File: config.mk
export PLATFORM = sky130hd
export DESIGN_NAME = frame_buf_sched
export DESIGN_NICKNAME = d
export VERILOG_FILES = /design/src/rtl/frame_buf_sched.sv
export SDC_FILE = /design/constraint.sdc
export NUM_CORES = 1
export LEC_CHECK = 0
export CORE_AREA = 2 2 189 238
export CTS_CLUSTER_SIZE = 8
export DETAILED_ROUTE_END_ITERATION = 7
export DIE_AREA = 0 0 191 240
export GPL_TIMING_DRIVEN = 0
export PLACE_DENSITY = 0.55
export SLEW_MARGIN = 40
export SYNTH_ARGS = -nofsm -noshare
export SYNTH_HDL_FRONTEND = slang
export SYNTH_SLANG_ARGS = --single-unit
File: constraint.sdc
create_clock -name fclk -period 9.6 [get_ports fclk]
set_input_delay 1.92 -clock fclk [delete_from_list [all_inputs] [get_ports fclk]]
set_output_delay 1.92 -clock fclk [all_outputs]
set_load 0.03 [all_outputs]
File: src/rtl/frame_buf_sched.sv
// Frame-buffer ring scheduler: hands DRAM writer and display the base address of their buffers.
// Build option FBSCHED_STATS_EN adds the dropped/repeated frame counters.
//   state | meaning
//   IDLE  | not scheduling; events ignored, outputs hold
//   RUN   | writer/display events update ring indices and addresses
module frame_buf_sched #(
  parameter int NBUF  = 3,
  parameter int IDX_W = 2
) (
  input  logic             fclk,
  input  logic             rst_n,
  input  logic             start,
  input  logic             stop,
  input  logic [31:0]      cfg_base,
  input  logic [31:0]      cfg_frame_bytes,
  input  logic             wr_frame_done,
  input  logic             rd_frame_req,
  output logic [31:0]      wr_base,
  output logic             wr_base_load,
  output logic [31:0]      rd_base,
  output logic             rd_base_load,
  output logic [IDX_W-1:0] wr_idx,
  output logic [IDX_W-1:0] rd_idx,
  output logic             running,
  output logic [31:0]      frames_dropped,
  output logic [31:0]      frames_repeated
);

  typedef enum logic {ST_IDLE, ST_RUN} state_t;

  state_t           state_q, state_d;
  logic [31:0]      base_q, base_d, stride_q, stride_d;
  logic [IDX_W-1:0] wr_idx_q, wr_idx_d, rd_idx_q, rd_idx_d, rdy_idx_q, rdy_idx_d, free_idx;
  logic             rdy_vld_q, rdy_vld_d;
  logic [31:0]      wr_base_q, wr_base_d, rd_base_q, rd_base_d;
  logic             wr_load_q, wr_load_d, rd_load_q, rd_load_d;
  logic             do_init;

  // base + idx*stride as a shift-add over the index bits
  function automatic logic [31:0] buf_addr(input logic [31:0] base, input logic [31:0] stride,
                                           input logic [IDX_W-1:0] idx);
    logic [31:0] acc;
    acc = base;
    for (int i = 0; i < IDX_W; i++)
      if (idx[i]) acc = acc + (stride << i);
    return acc;
  endfunction

  always_comb begin
    state_d   = state_q;
    base_d    = base_q;
    stride_d  = stride_q;
    wr_idx_d  = wr_idx_q;
    rd_idx_d  = rd_idx_q;
    rdy_idx_d = rdy_idx_q;
    rdy_vld_d = rdy_vld_q;
    wr_base_d = wr_base_q;
    rd_base_d = rd_base_q;
    wr_load_d = 1'b0;
    rd_load_d = 1'b0;
    free_idx  = '0;
    do_init   = 1'b0;
    case (state_q)
      ST_IDLE: if (start && !stop) do_init = 1'b1;
      ST_RUN: begin
        if (stop) state_d = ST_IDLE;
        else if (start) do_init = 1'b1;
        else begin
          if (wr_frame_done) begin
            rdy_idx_d = wr_idx_q;
            rdy_vld_d = 1'b1;
          end
          if (rd_frame_req) begin
            rd_load_d = 1'b1;
            if (rdy_vld_d) begin
              rd_idx_d  = rdy_idx_d;
              rdy_vld_d = 1'b0;
              rd_base_d = buf_addr(base_q, stride_q, rdy_idx_d);
            end
          end
          if (wr_frame_done) begin
            // scan downward so the lowest free index is the one left standing
            for (int i = NBUF - 1; i >= 0; i--)
              if (IDX_W'(i) != rd_idx_d && !(rdy_vld_d && IDX_W'(i) == rdy_idx_d))
                free_idx = IDX_W'(i);
            wr_idx_d  = free_idx;
            wr_base_d = buf_addr(base_q, stride_q, free_idx);
            wr_load_d = 1'b1;
          end
        end
      end
      default: state_d = ST_IDLE;
    endcase
    if (do_init) begin
      state_d   = ST_RUN;
      base_d    = cfg_base;
      stride_d  = cfg_frame_bytes;
      wr_idx_d  = '0;
      rd_idx_d  = IDX_W'(NBUF - 1);
      rdy_vld_d = 1'b0;
      wr_base_d = cfg_base;
      rd_base_d = buf_addr(cfg_base, cfg_frame_bytes, IDX_W'(NBUF - 1));
      wr_load_d = 1'b1;
      rd_load_d = 1'b1;
    end
  end

  always_ff @(posedge fclk or negedge rst_n) begin
    if (!rst_n) begin
      state_q   <= ST_IDLE;
      base_q    <= '0;
      stride_q  <= '0;
      wr_idx_q  <= '0;
      rd_idx_q  <= IDX_W'(NBUF - 1);
      rdy_idx_q <= '0;
      rdy_vld_q <= 1'b0;
      wr_base_q <= '0;
      rd_base_q <= '0;
      wr_load_q <= 1'b0;
      rd_load_q <= 1'b0;
    end else begin
      state_q   <= state_d;
      base_q    <= base_d;
      stride_q  <= stride_d;
      wr_idx_q  <= wr_idx_d;
      rd_idx_q  <= rd_idx_d;
      rdy_idx_q <= rdy_idx_d;
      rdy_vld_q <= rdy_vld_d;
      wr_base_q <= wr_base_d;
      rd_base_q <= rd_base_d;
      wr_load_q <= wr_load_d;
      rd_load_q <= rd_load_d;
    end
  end

  assign wr_base      = wr_base_q;
  assign rd_base      = rd_base_q;
  assign wr_base_load = wr_load_q;
  assign rd_base_load = rd_load_q;
  assign wr_idx       = wr_idx_q;
  assign rd_idx       = rd_idx_q;
  assign running      = (state_q == ST_RUN);

`ifdef FBSCHED_STATS_EN
  logic [31:0] drop_q, rep_q;
  logic        ev_ok, drop_inc, rep_inc;

  // a request only repeats when no frame was ready before or during this cycle
  assign ev_ok    = (state_q == ST_RUN) && !stop && !start;
  assign drop_inc = ev_ok && wr_frame_done && rdy_vld_q;
  assign rep_inc  = ev_ok && rd_frame_req && !wr_frame_done && !rdy_vld_q;

  always_ff @(posedge fclk or negedge rst_n) begin
    if (!rst_n) begin
      drop_q <= '0;
      rep_q  <= '0;
    end else begin
      if (drop_inc && drop_q != 32'hFFFF_FFFF) drop_q <= drop_q + 32'd1;
      if (rep_inc && rep_q != 32'hFFFF_FFFF) rep_q <= rep_q + 32'd1;
    end
  end

  assign frames_dropped  = drop_q;
  assign frames_repeated = rep_q;
`else
  assign frames_dropped  = 32'h0;
  assign frames_repeated = 32'h0;
`endif

  a_no_collide: assert property (@(posedge fclk) disable iff (!rst_n)
    (state_q == ST_RUN) |-> (wr_idx_q != rd_idx_q && !(rdy_vld_q && wr_idx_q == rdy_idx_q)));

endmodule

## Yosys cells after proc, flatten, opt, wreduce, memory -nomap -nowiden

Cells that the tools add are included.
Widths: inputs -> output; s select.

- Output and inout bits: 135
- Register bits after elaboration: 138

- Bitwise operators: 3
- Muxes and demuxes: 78
- Eq/ne operators: 6
- Reduce and logical (&&, ||, !) cells: 21
- Add/subtract/negate cells: 4

Operator list:

| cell | count |
|---|---|
| $mux 32 | 24 |
| $add 32x32->32 | 4 |
| $mux 2 | 25 |
| $mux 1 | 28 |
| $reduce_bool 2->1 | 5 |
| $logic_and 1x1->1 | 7 |
| $reduce_and 3->1 | 2 |
| $reduce_and 5->1 | 1 |
| $logic_not 1->1 | 4 |
| $ne 2x1->1 const B | 2 |
| $reduce_and 4->1 | 1 |
| $not 1->1 | 3 |
| $eq 1x2->1 const A | 1 |
| $eq 2x2->1 const A | 1 |
| $logic_not 2->1 | 1 |
| $ne 1x2->1 const A | 1 |
| $ne 2x2->1 const A | 1 |
| $pmux 1 s2 | 1 |

## Longest topological paths before layout

Gate-level depths: netlist of run 1.

- Depth after elaboration: 30
- Gate-level depth with buffers: 23
- Gate-level depth less buffers: 22

## Worst setup path after synthesis of run 1

OpenSTA, ideal clock, no wires.

- Kind: in2reg
- Start point: in wr_frame_done
- End point: reg wr_base_q[30] (netlist: wr_base[30])
- Stages on the path: 17
- Setup slack: 3.613 ns
- Arrival time: 5.905 ns
- Required time: 9.518 ns
- Setup time: 0.082 ns
- Cell sequence: buf_2 mux2_2 o31ai_1 clkbuf_1 nor2_1 a21oi_1 ha_1 a211oi_1 o21ai_1 a41oi_1 o31ai_1 a21oi_1 o21ai_1 a221oi_1 xnor2_1 o21ai_1 a31oi_1

- Longest elaborated chain between the ends: 29
- Elaborated cells between the ends (all ways): 53

Ends and longest elaborated chain:

| what | line | source |
|---|---|---|
| start, declared | 16 | `input logic wr_frame_done,` |
| $mux 2 or $mux 1 (tied branches) | 69 | `if (wr_frame_done) begin` |
| $mux 2 or $mux 1 (tied branches) | 67 | `else if (start) do_init = 1'b1;` |
| $mux 2 or $mux 1 (tied branches) | 66 | `if (stop) state_d = ST_IDLE;` |
| $mux 2 or $mux 1 (tied branches) | 63 | `case (state_q)` |
| $mux 2 or $mux 1 (tied branches) | 75, 73 |  |
| $mux 2 or $mux 1 (tied branches) | 73, 67 |  |
| $mux 2 or $mux 1 (tied branches) | 67, 66 |  |
| $mux 2 or $mux 1 (tied branches) | 66, 63 |  |
| [13 not listed] | -- |  |
| $mux 32 | 63 |  |
| $add 32x32->32 | 45 | `if (idx[i]) acc = acc + (stride << i);` |
| $mux 32 | 45 |  |
| $mux 32 | 81 | `if (wr_frame_done) begin` |
| $mux 32 | 67 |  |
| $mux 32 | 66 |  |
| $mux 32 | 63 |  |
| $mux 32 | 94 | `if (do_init) begin` |
| end signal, assigned | 129 | `wr_base_q <= wr_base_d;` |
| end, declared | 35 | `logic [31:0] wr_base_q, wr_base_d, rd_base_q, rd_base_d;` |

Several ways; a longest one is shown, not always the timed one. The select of a mux whose other input is x is not followed.
A chain may end at the register's enable or synchronous reset.

## Final worst setup path of run 1

- Start point: in wr_frame_done
- End point: reg wr_base_q[31] (netlist: wr_base[31])

Same word-level chain as after synthesis.

==> results of run 1 <==
## routing by layer
metal	track usage, %	up-vias
met5	0	-
met4	19.05	4
met1	30.53	6837
met3	3.897	183
li1	-	6616
met2	46.55	559
## sequential cells by signal (all words and copies together), names as in the netlist
signal,cells
rdy_vld_q,1
rd_idx,2
rd_base,32
wr_base_load,1
base_q,32
stride_q,32
running,1
wr_base,32
wr_idx,2
rdy_idx_q,2
rd_base_load,1
## cell usage in the layout, fill, tap and decap left out, types with 30 or more instances in the layout
master	n
nand2_1	409
clkbuf_1	37
buf_4	65
nand3_1	32
o21ai_0	133
a21o_1	45
xnor2_1	60
a211oi_1	30
conb_1	64
clkdlybuf4s50_1	136
a21oi_1	152
nor2_1	100
ha_1	131
inv_1	32
dfrtp_1	137
xor2_1	45
o211ai_1	30
## through the flow
stage          instance area, µm²  power, W  utilization, %  setup slack [ns]
2_1_floorplan               13620  0.002374               -             3.613
3_3_place_gp                15700  0.003122           36.04            0.4171
3_5_place_dp                15830  0.003149           36.33             1.753
4_1_cts                     16440  0.003889           37.73             2.187
5_1_grt                     16460  0.004149           37.76             1.949
6_report                    16460  0.003915           37.76             1.984
## kinds of logic after synthesis
kind of cell | count (synthesis) | share of synthesized area, %
compound gates | 562 | 26.73
mux | 16 | 1.300
buf+inv | 164 | 6.406
simple gates | 637 | 20.00
other cells | 1 | 0.02803
fa+ha+maj | 135 | 12.85
xor+xnor | 105 | 6.873
flops | 138 | 25.82
## how the worst max path moves through the flow
stage / from / to / cells past startpoint
3_5_place_dp: wr_frame_done / wr_base[30] / 18
4_1_cts: wr_frame_done / wr_base[30] / 18
2_1_floorplan: wr_frame_done / wr_base[30] / 17
3_3_place_gp: rst_n / wr_base[2] / 1
5_1_grt: wr_frame_done / wr_base[31] / 19
6_report: wr_frame_done / wr_base[31] / 19
## report_power, final
group	switching [W]	internal, W
Combinational	0.00149	0.000883
Sequential	0.000123	0.000691
Clock	0.000298	0.000429
## worst reg2reg max path, stage by stage, from the launching register on
cell	delay, ns
dfrtp_1	0.42
mux2_2	0.35
a21oi_1	0.09
o21ai_0	0.40
o31a_1	0.44
clkbuf_1	0.73
nand2_1	0.12
nand2_1	0.12
ha_1	0.30
a211oi_1	0.48
nor4_1	0.12
nor3_1	0.66
o31ai_2	0.30
a22oi_1	0.63
o21bai_1	0.32
mux2i_1	0.19
xnor2_1	0.15
xnor2_1	0.26
o211ai_1	0.12
## cell type report
class                      count  area share [%]
multi-input combinational   1519           56.78
sequential                   138           20.99
timing repair buffer         140           8.744
buffer                       132           4.676
tap                          572           4.349
clock buffer                  21           2.859
clock inverter                11          0.8668
inverter                      32          0.7299
==> impl_metrics.yaml, run 1 <==
cts:
  hold_buffers: 0
  cts_tree: "yes"
  clk_pin_slew_ns: 0.07
  insertion_delay_ns: 0.46
  cts_num_sinks: 138
  ctsLongestPathBuffers: 2
  cts.repair.resized: 0
  root_buffer: "clkbuf_16"
  cts_buffers: 17
  post_cts_buffers: 0
  htree_levels: 4
floorplanning:
  coreArea_um2: 43580
  start_util_pct: 30.70
  core.rowCount: 86
  die_area_um2: 45840
  die_w_um: 191
  die_h_um: 240
  io_pins: 205
setup_path:
  path_buf_inv: 2
  path_max_fanout: 10
  r2r-start: "wr_idx[0]"
  arrival_ns: 7.93
  crit_family: "compound AO/OA/AOI/OAI gates"
  crit_chain: "buf_2, mux2_2, a21oi_1, o21ai_0, o31a_1, clkbuf_1, nand2_1, nand2_1, ha_1, a211oi_1, nor4_1, nor3_1, o31ai_2, a22oi_1, o21bai_1, mux2i_1, xnor2_1, xnor2_1, o211ai_1"
  critical_path.max_stage_delay_ns: 0.72
  path_class: "primary input to flop"
  end_kind: "flop"
  rr_worst_depth: 18
  slowest_stage: "clkbuf_1"
  startpoint_type: "primary input"
  regToRegSetupSlack_ns: 3.26
  critPathRequiredTime_ns: 9.91
  reg2reg_to: "wr_base[31]"
layout:
  nets: 2185
  num-fill-cells: 4551
  seq_area_um2: 3455
  area_delta_synth_final_pct: 22.98
  final_cells: 2565
  drive_above_1_share_pct: 7.928
  multiInputGateArea_um2: 9344
  num_antenna_cells: 0
synthesis:
  synth_most_common_cell: "nand2_1"
  async_reset_ff_share_pct: 100.0
  synth_area_leaders: "dfrtp_1 26%, ha_1 12%, nand2_1 11%"
  synth_ff_type: "dfrtp_1"
  ys_ff_latch: 138
  syn-cell-area_um2: 13380
  synthTopCellsByCount: "409 x nand2_1, 152 x a21oi_1, 137 x dfrtp_1, 133 x o21ai_0, 131 x ha_1"
  synth_top_area_share_pct: 25.62
  synth_top_area_cell: "dfrtp_1"
  syn_area_per_cell_um2: 7.611
  yosysUniqueCellTypes: 75
  ys_warn_count: 0
  synth_cells: 1758
  ys_seq_area_share_pct: 25.82
  synth_edf_count: 0
pwr:
  cellLeakagePower_nw: 7.617
  ir_worst_vdd_v: 0.0001245
  p_per_area_nw_per_um2: 237.9
global_route:
  grt_use_total_pct: 27.01
  grt_start_max_net_pins: 67
  antenna_found_initial: 2
  grt_pass1_wl_mm: 89.57
  first_global_vias: 14110
  grt.overflow.total: 0
drt:
  met1_length_mm: 23.94
  via_per_inst: 5.536
  top_layer_used: "met5"
  dr_wl_met2_mm: 30.07
  dr.pass1.iters: 5
  vias: 14200
  drc: 0
  dr_wl_met3_mm: 3.492
  routed_wl_mm: 61.96
  drt_iter0_markers: 1120
  wl_per_cell_um: 24.16
  ant_nets: 0
placement:
  placed_cells: 2532
  port_buffers: 137
  place_hpwl_mm: 48.09
  gp_congestion: 0.9679
timing:
  drv_slew: 0
  holdWs_ns: 0.4677
  skew_ns: 0.01633
  rsz0062_at_grt: "no"
  worst_pin_slew_ns: 0.9285
  finalHoldViolCount: 0
  tns_ns: 0
  fmax_ghz: 0.1313
  min_period_over_period_pct: 79.33
  slew_headroom_pct: 37.57
  final-setup-viol-count: 0
  fin_crit_ns: 7.616
min_path:
  holdPathEnd: "wr_base[6]"
  hold_path_class: "flop to flop"
  min_path_cells: 2
  worstHoldStart: "wr_base[6]"
outcome:
  status: "finished, final reports clean"
job:
  drv_cap: 0
(Power assumes the default switching activity.)
==> run 2, diff against run 1 <==
--- a/config.mk
+++ b/config.mk
@@ -10,7 +10,7 @@
 export DETAILED_ROUTE_END_ITERATION = 7
 export DIE_AREA = 0 0 191 240
 export GPL_TIMING_DRIVEN = 0
-export PLACE_DENSITY = 0.55
+export PLACE_DENSITY = 0.57
 export SLEW_MARGIN = 40
 export SYNTH_ARGS = -nofsm -noshare
 export SYNTH_HDL_FRONTEND = slang
==> constraint.sdc (replaced) <==
create_clock -name fclk -period 6.1 [get_ports fclk]
set_input_delay 1.22 -clock fclk [delete_from_list [all_inputs] [get_ports fclk]]
set_output_delay 1.22 -clock fclk [all_outputs]
set_load 0.03 [all_outputs]
==> run 2 against run 1 <==
Sequential cell count is the same. Die area is the same. Combinational power grew 61%. Sequential power grew 57%. Clock skew is essentially flat. Clock power grew 42%. Core utilization grew 0.11 points. Total power grew 56%. Global-route usage grew 0.49 points. First-iteration DRC count grew 3.9%. Critical endpoint unchanged. Largest power group unchanged. Highest routed layer unchanged.
==> impl_metrics.yaml, run 2 (synthesis results as in run 1) <==
outcome:
  status: "finished, final reports clean"
placement:
  dp_slack_ns: -1.039
  placed_area_um2: 15840
  port_buffers: 137
  place_hpwl_mm: 48.89
  gp_congestion: 0.9838
layout:
  area_delta_synth_final_pct: 23.36
  nets: 2189
  num-fill-cells: 4578
  final_util_pct: 37.88
  final_cell_mix: "409 x nand2_1, 151 x a21oi_1, 137 x dfrtp_1"
  final_common_cell: "nand2_1"
  final_area_um2: 16510
  multiInputGateArea_um2: 9435
  seq_area_um2: 3455
  num_antenna_cells: 0
  drive_above_1_share_pct: 8.613
timing:
  finalHoldViolCount: 0
  holdWs_ns: 0.4745
  fin_crit_ns: 6.090
  slew_headroom_pct: 39.24
  skew_ns: 0.01652
  worst_pin_slew_ns: 0.9114
  drv_slew: 0
  worst_slack_ns: 0.009694
  final-setup-viol-count: 0
  rsz0062_at_grt: "no"
  min_period_over_period_pct: 99.84
  fmax_ghz: 0.1642
floorplanning:
  coreArea_um2: 43580
  start_util_pct: 30.70
  core.rowCount: 86
  die_h_um: 240
  die_w_um: 191
  die_area_um2: 45840
  io_pins: 205
global_route:
  grt.overflow.total: 0
  grt_busiest_layer: "met2"
  grt_util_met2_pct: 48.19
  antenna_found_initial: 2
  first_global_vias: 14020
  gr-usage-met3_pct: 4.248
  grt_pass1_wl_mm: 91.22
  met1_usage_pct: 31.22
  grt_start_max_net_pins: 65
  grt_use_total_pct: 27.50
cts:
  cts_num_sinks: 138
  htree_levels: 4
  cts_tree: "yes"
  root_buffer: "clkbuf_16"
  hold_buffers: 0
  insertion_delay_ns: 0.46
  cts_buffers: 17
  ctsLongestPathBuffers: 2
  clk_pin_slew_ns: 0.06
min_path:
  hold_path_class: "flop to flop"
drt:
  routed_wl_mm: 63.29
  dr.pass1.iters: 7
  vias: 14170
  via_per_inst: 5.517
  ant_nets: 0
  wl_per_cell_um: 24.63
  drc: 0
  drt_iter0_markers: 1164
pwr:
  p_per_area_nw_per_um2: 371.1
  ir_worst_vdd_v: 0.0001983
  cellLeakagePower_nw: 7.606
job:
  drv_cap: 0
setup_path:
  arrival_ns: 6.40
  regToRegSetupSlack_ns: 0.26
  startpoint_type: "primary input"
  path_max_fanout: 10
  critPathRequiredTime_ns: 6.41
  path_class: "primary input to flop"
  end_kind: "flop"
-- run 2: cell types whose count changed in the layout (fill, tap and decap cells not counted), moves of 2 or more --
cell and delta:
bufinv_16 -2, o31ai_2 -2, clkinvlp_4 +3, buf_4 +4, o31ai_1 -3, clkbuf_2 +2, o31ai_4 +5, clkbuf_8 -3
-- run 2: worst paths after layout --
check                               from           to  depth (start not counted)
setup / recovery           wr_frame_done  wr_base[31]                         20
hold / removal                wr_base[6]   wr_base[6]                          2
setup reg to reg            stride_q[12]  rd_base[31]                         21
hold reg to reg               wr_base[6]   wr_base[6]                          2
max in group asynchronous          rst_n    rd_idx[1]                          2
min in group asynchronous          rst_n  wr_base[20]                          1
-- run 2: per-stage QoR --
step           TNS [ns]  instances  power, W
4_1_cts               0       2564  0.006027
2_1_floorplan         0       1821  0.003737
5_1_grt               0       2569  0.006490
6_report              0       2569  0.006125
3_3_place_gp    -347.80       2530  0.004938
3_5_place_dp     -10.32       2532  0.004969
-- run 2: critical path, cell delays in order --
cell	delay [ns]
buf_2	0.17
mux2_2	0.42
a21oi_1	0.10
o21ai_0	0.37
o31ai_4	0.18
clkbuf_2	0.34
nand2_1	0.15
nand2_1	0.08
ha_1	0.23
fa_1	0.46
a211oi_1	0.46
nor4_1	0.14
nor3_2	0.50
o31ai_4	0.17
a22oi_2	0.39
o21bai_1	0.27
mux2i_1	0.18
xnor2_1	0.16
xnor2_1	0.27
o211ai_1	0.12
-- run 2: cell type report --
class	count	area share (%)
repair buffers	144	8.899
clock buffers	20	2.646
clock inverters	12	0.6140
flip-flops and latches	138	20.93
well taps	572	4.336
inverters	32	0.7277
plain buffers	132	4.685
multi-input cells	1519	57.16
-- run 2: repair_timing --
item | CTS | global route
setup endpoints to repair | 12 | 12
pin swaps | 1 | 2
gates resized for setup | 8 | 10
buffers inserted | 0 | 4
-- run 2: routing by layer --
layer  part of all wire [%]  up-vias
met2                     49      597
met3                    5.8      183
met4                    6.9        4
li1                       -     6623
met1                     39     6765
met5                  0.036        -
-- run 2: where the power goes --
group          switching, W  total [W]  internal (W)  leakage [nW]
logic               0.00240    0.00381       0.00142          5.67
clock network      0.000470    0.00103      0.000557         0.252
registers          0.000196    0.00128       0.00109          1.68
==> run 3, diff against run 2 <==
--- a/config.mk
+++ b/config.mk
@@ -5,10 +5,10 @@
 export SDC_FILE = /design/constraint.sdc
 export NUM_CORES = 1
 export LEC_CHECK = 0
-export CORE_AREA = 2 2 189 238
+export CORE_AREA = 10 10 197 246
 export CTS_CLUSTER_SIZE = 8
 export DETAILED_ROUTE_END_ITERATION = 7
-export DIE_AREA = 0 0 191 240
+export DIE_AREA = 0 0 207 256
 export GPL_TIMING_DRIVEN = 0
 export PLACE_DENSITY = 0.57
 export SLEW_MARGIN = 40
==> run 3 against run 2 <==
Cell count shrank 0.16%. Global-route usage down 3.7 points. Total power grew 1.6%. Critical endpoint unchanged.
==> impl_metrics.yaml, run 3 (synthesis results as in run 1) <==
placement:
  port_buffers: 137
  place_hpwl_mm: 51.40
  placed_area_um2: 15850
  dp_slack_ns: -1.087
  gp_congestion: 0.9548
setup_path:
  regToRegSetupSlack_ns: 0.27
  cp-endpoint: "wr_base[31]"
  end_kind: "flop"
  arrival_ns: 6.20
  crit_chain: "buf_2, mux2_2, a21oi_1, o21ai_1, o31a_2, clkbuf_2, o21ai_0, ha_1, nand3_1, nor4_1, nor3_2, o31ai_4, a22oi_2, o21bai_1, mux2i_1, xnor2_1, xnor2_1, o211ai_1"
  critPathRequiredTime_ns: 6.42
  critical_path.max_stage_delay_ns: 0.46
  slowest_stage: "ha_1"
  r2r-start: "stride_q[0]"
  crit_top_cell: "xnor2_1"
  reg2reg_to: "rd_base[31]"
  startpoint: "wr_frame_done"
  path_class: "primary input to flop"
  startpoint_type: "primary input"
  rr_worst_depth: 22
  path_max_fanout: 10
drt:
  wl_per_cell_um: 25.70
  dr.pass1.iters: 5
  routed_wl_mm: 65.93
  ant_nets: 0
  drc: 0
  via_per_inst: 5.563
  drt_iter0_markers: 1157
  vias: 14270
timing:
  worst_slack_ns: 0.2273
  slew_headroom_pct: 38.70
  skew_ns: 0.01773
  fin_crit_ns: 5.873
  final-setup-viol-count: 0
  drv_slew: 0
  fmax_ghz: 0.1703
  min_period_over_period_pct: 96.27
  holdWs_ns: 0.4704
  finalHoldViolCount: 0
  tns_ns: 0
  worst_pin_slew_ns: 0.9194
pwr:
  switchingPower_w: 0.003102
  switching_share_pct: 49.86
  p_per_area_nw_per_um2: 376.1
  internal_power_w: 0.003119
  pwr-share-clk_pct: 17.5
  ir_worst_vdd_v: 0.0001975
  power_w: 0.006221
  p_seq_share_pct: 20.6
  p_comb_share_pct: 61.9
  cellLeakagePower_nw: 7.631
outcome:
  status: "finished, final reports clean"
layout:
  num_antenna_cells: 0
  final_area_um2: 16540
  nets: 2185
  final_cell_mix: "409 x nand2_1, 151 x a21oi_1, 137 x dfrtp_1"
  final_common_cell: "nand2_1"
  drive_above_1_share_pct: 8.781
  num-fill-cells: 4618
  area_delta_synth_final_pct: 23.63
global_route:
  grt_pass1_wl_mm: 94.96
  grt.overflow.total: 0
  grt_use_total_pct: 23.84
  first_global_vias: 14410
  antenna_found_initial: 0
  grt_start_max_net_pins: 66
floorplanning:
  io_pins: 205
  die_w_um: 207
  core.rowCount: 86
  start_util_pct: 30.63
  die_area_um2: 52990
  coreArea_um2: 43690
  die_h_um: 256
cts:
  cts_buffers: 17
  root_buffer: "clkbuf_16"
  clk_pin_slew_ns: 0.07
  htree_levels: 4
  ctsLongestPathBuffers: 2
  insertion_delay_ns: 0.47
  cts_tree: "yes"
  cts_num_sinks: 138
  post_cts_buffers: 0
min_path:
  min_path_cells: 2
  hold_path_class: "flop to flop"
job:
  drv_cap: 0
==> run 3: cell count changes in the layout (fill, tap and decap cells not counted), moves of 3 or more <==
cell / before / now
clkbuf_8: 0 / 5
clkinv_4: 0 / 3
clkbuf_1: 36 / 30
clkbuf_2: 26 / 29
clkinv_2: 5 / 2
buf_4: 69 / 65
==> run 3: layout make-up <==
type / count / area [µm²] / area share, %
buffer: 132 / 783.3 / 4.735
clock buffer: 23 / 498.0 / 3.010
clock inverter: 9 / 88.84 / 0.5370
inverter: 32 / 120.1 / 0.7261
multi-input combinational: 1519 / 9443 / 57.08
sequential: 138 / 3455 / 20.88
tap: 572 / 715.7 / 4.326
timing repair buffer: 140 / 1439 / 8.698
==> run 3: power groups by stage <==
stage,Sequential [W],Clock (W),Combinational (W)
detailed placement,0.00129,0,0.00371
finish,0.00128,0.00109,0.00385
CTS,0.00128,0.00110,0.00377
global placement,0.00129,0,0.00368
global route,0.00130,0.00113,0.00413
floorplan,0.00145,0,0.00229
==> run 3: what timing repair did <==
action / 4_1_cts / 5_1_grt
endpoints found under the hold margin: 0 / 0
endpoints found under the setup margin: 13 / 12
gates resized for setup: 10 / 10
pin swaps: 0 / 1
gates cloned: 0 / 0
hold buffers: 0 / 0
==> run 3: layer usage <==
metal,vias to the layer above,wire length [µm],global-route usage (%)
met2,559,32780,42.02
met3,156,3616,4.003
met5,-,0,0
met1,6915,25440,26.20
li1,6639,-,-
met4,0,4099,14.68
==> run 3: worst min-delay path by stage <==
stage / startpoint / to
global placement: wr_base[6] / wr_base[6]
finish: wr_base[6] / wr_base[6]
detailed placement: wr_base[6] / wr_base[6]
CTS: wr_base[6] / wr_base[6]
global route: wr_base[6] / wr_base[6]
floorplan: base_q[28] / base_q[28]
==> run 3: worst max-delay path, delay by kind of cell <==
kind	cells	cell delay (ns)
compound gates	8	2.18
xor+xnor	2	0.33
fa+ha+maj	1	0.46
buf+inv	2	0.56
mux	2	0.68
simple gates	3	0.73
==> run 3: metrics by stage <==
stage | utilization [%] | instances
2_1_floorplan | - | 1821
3_3_place_gp | 35.95 | 2530
3_5_place_dp | 36.28 | 2533
4_1_cts | 37.72 | 2565
5_1_grt | 37.87 | 2565
6_report | 37.87 | 2565
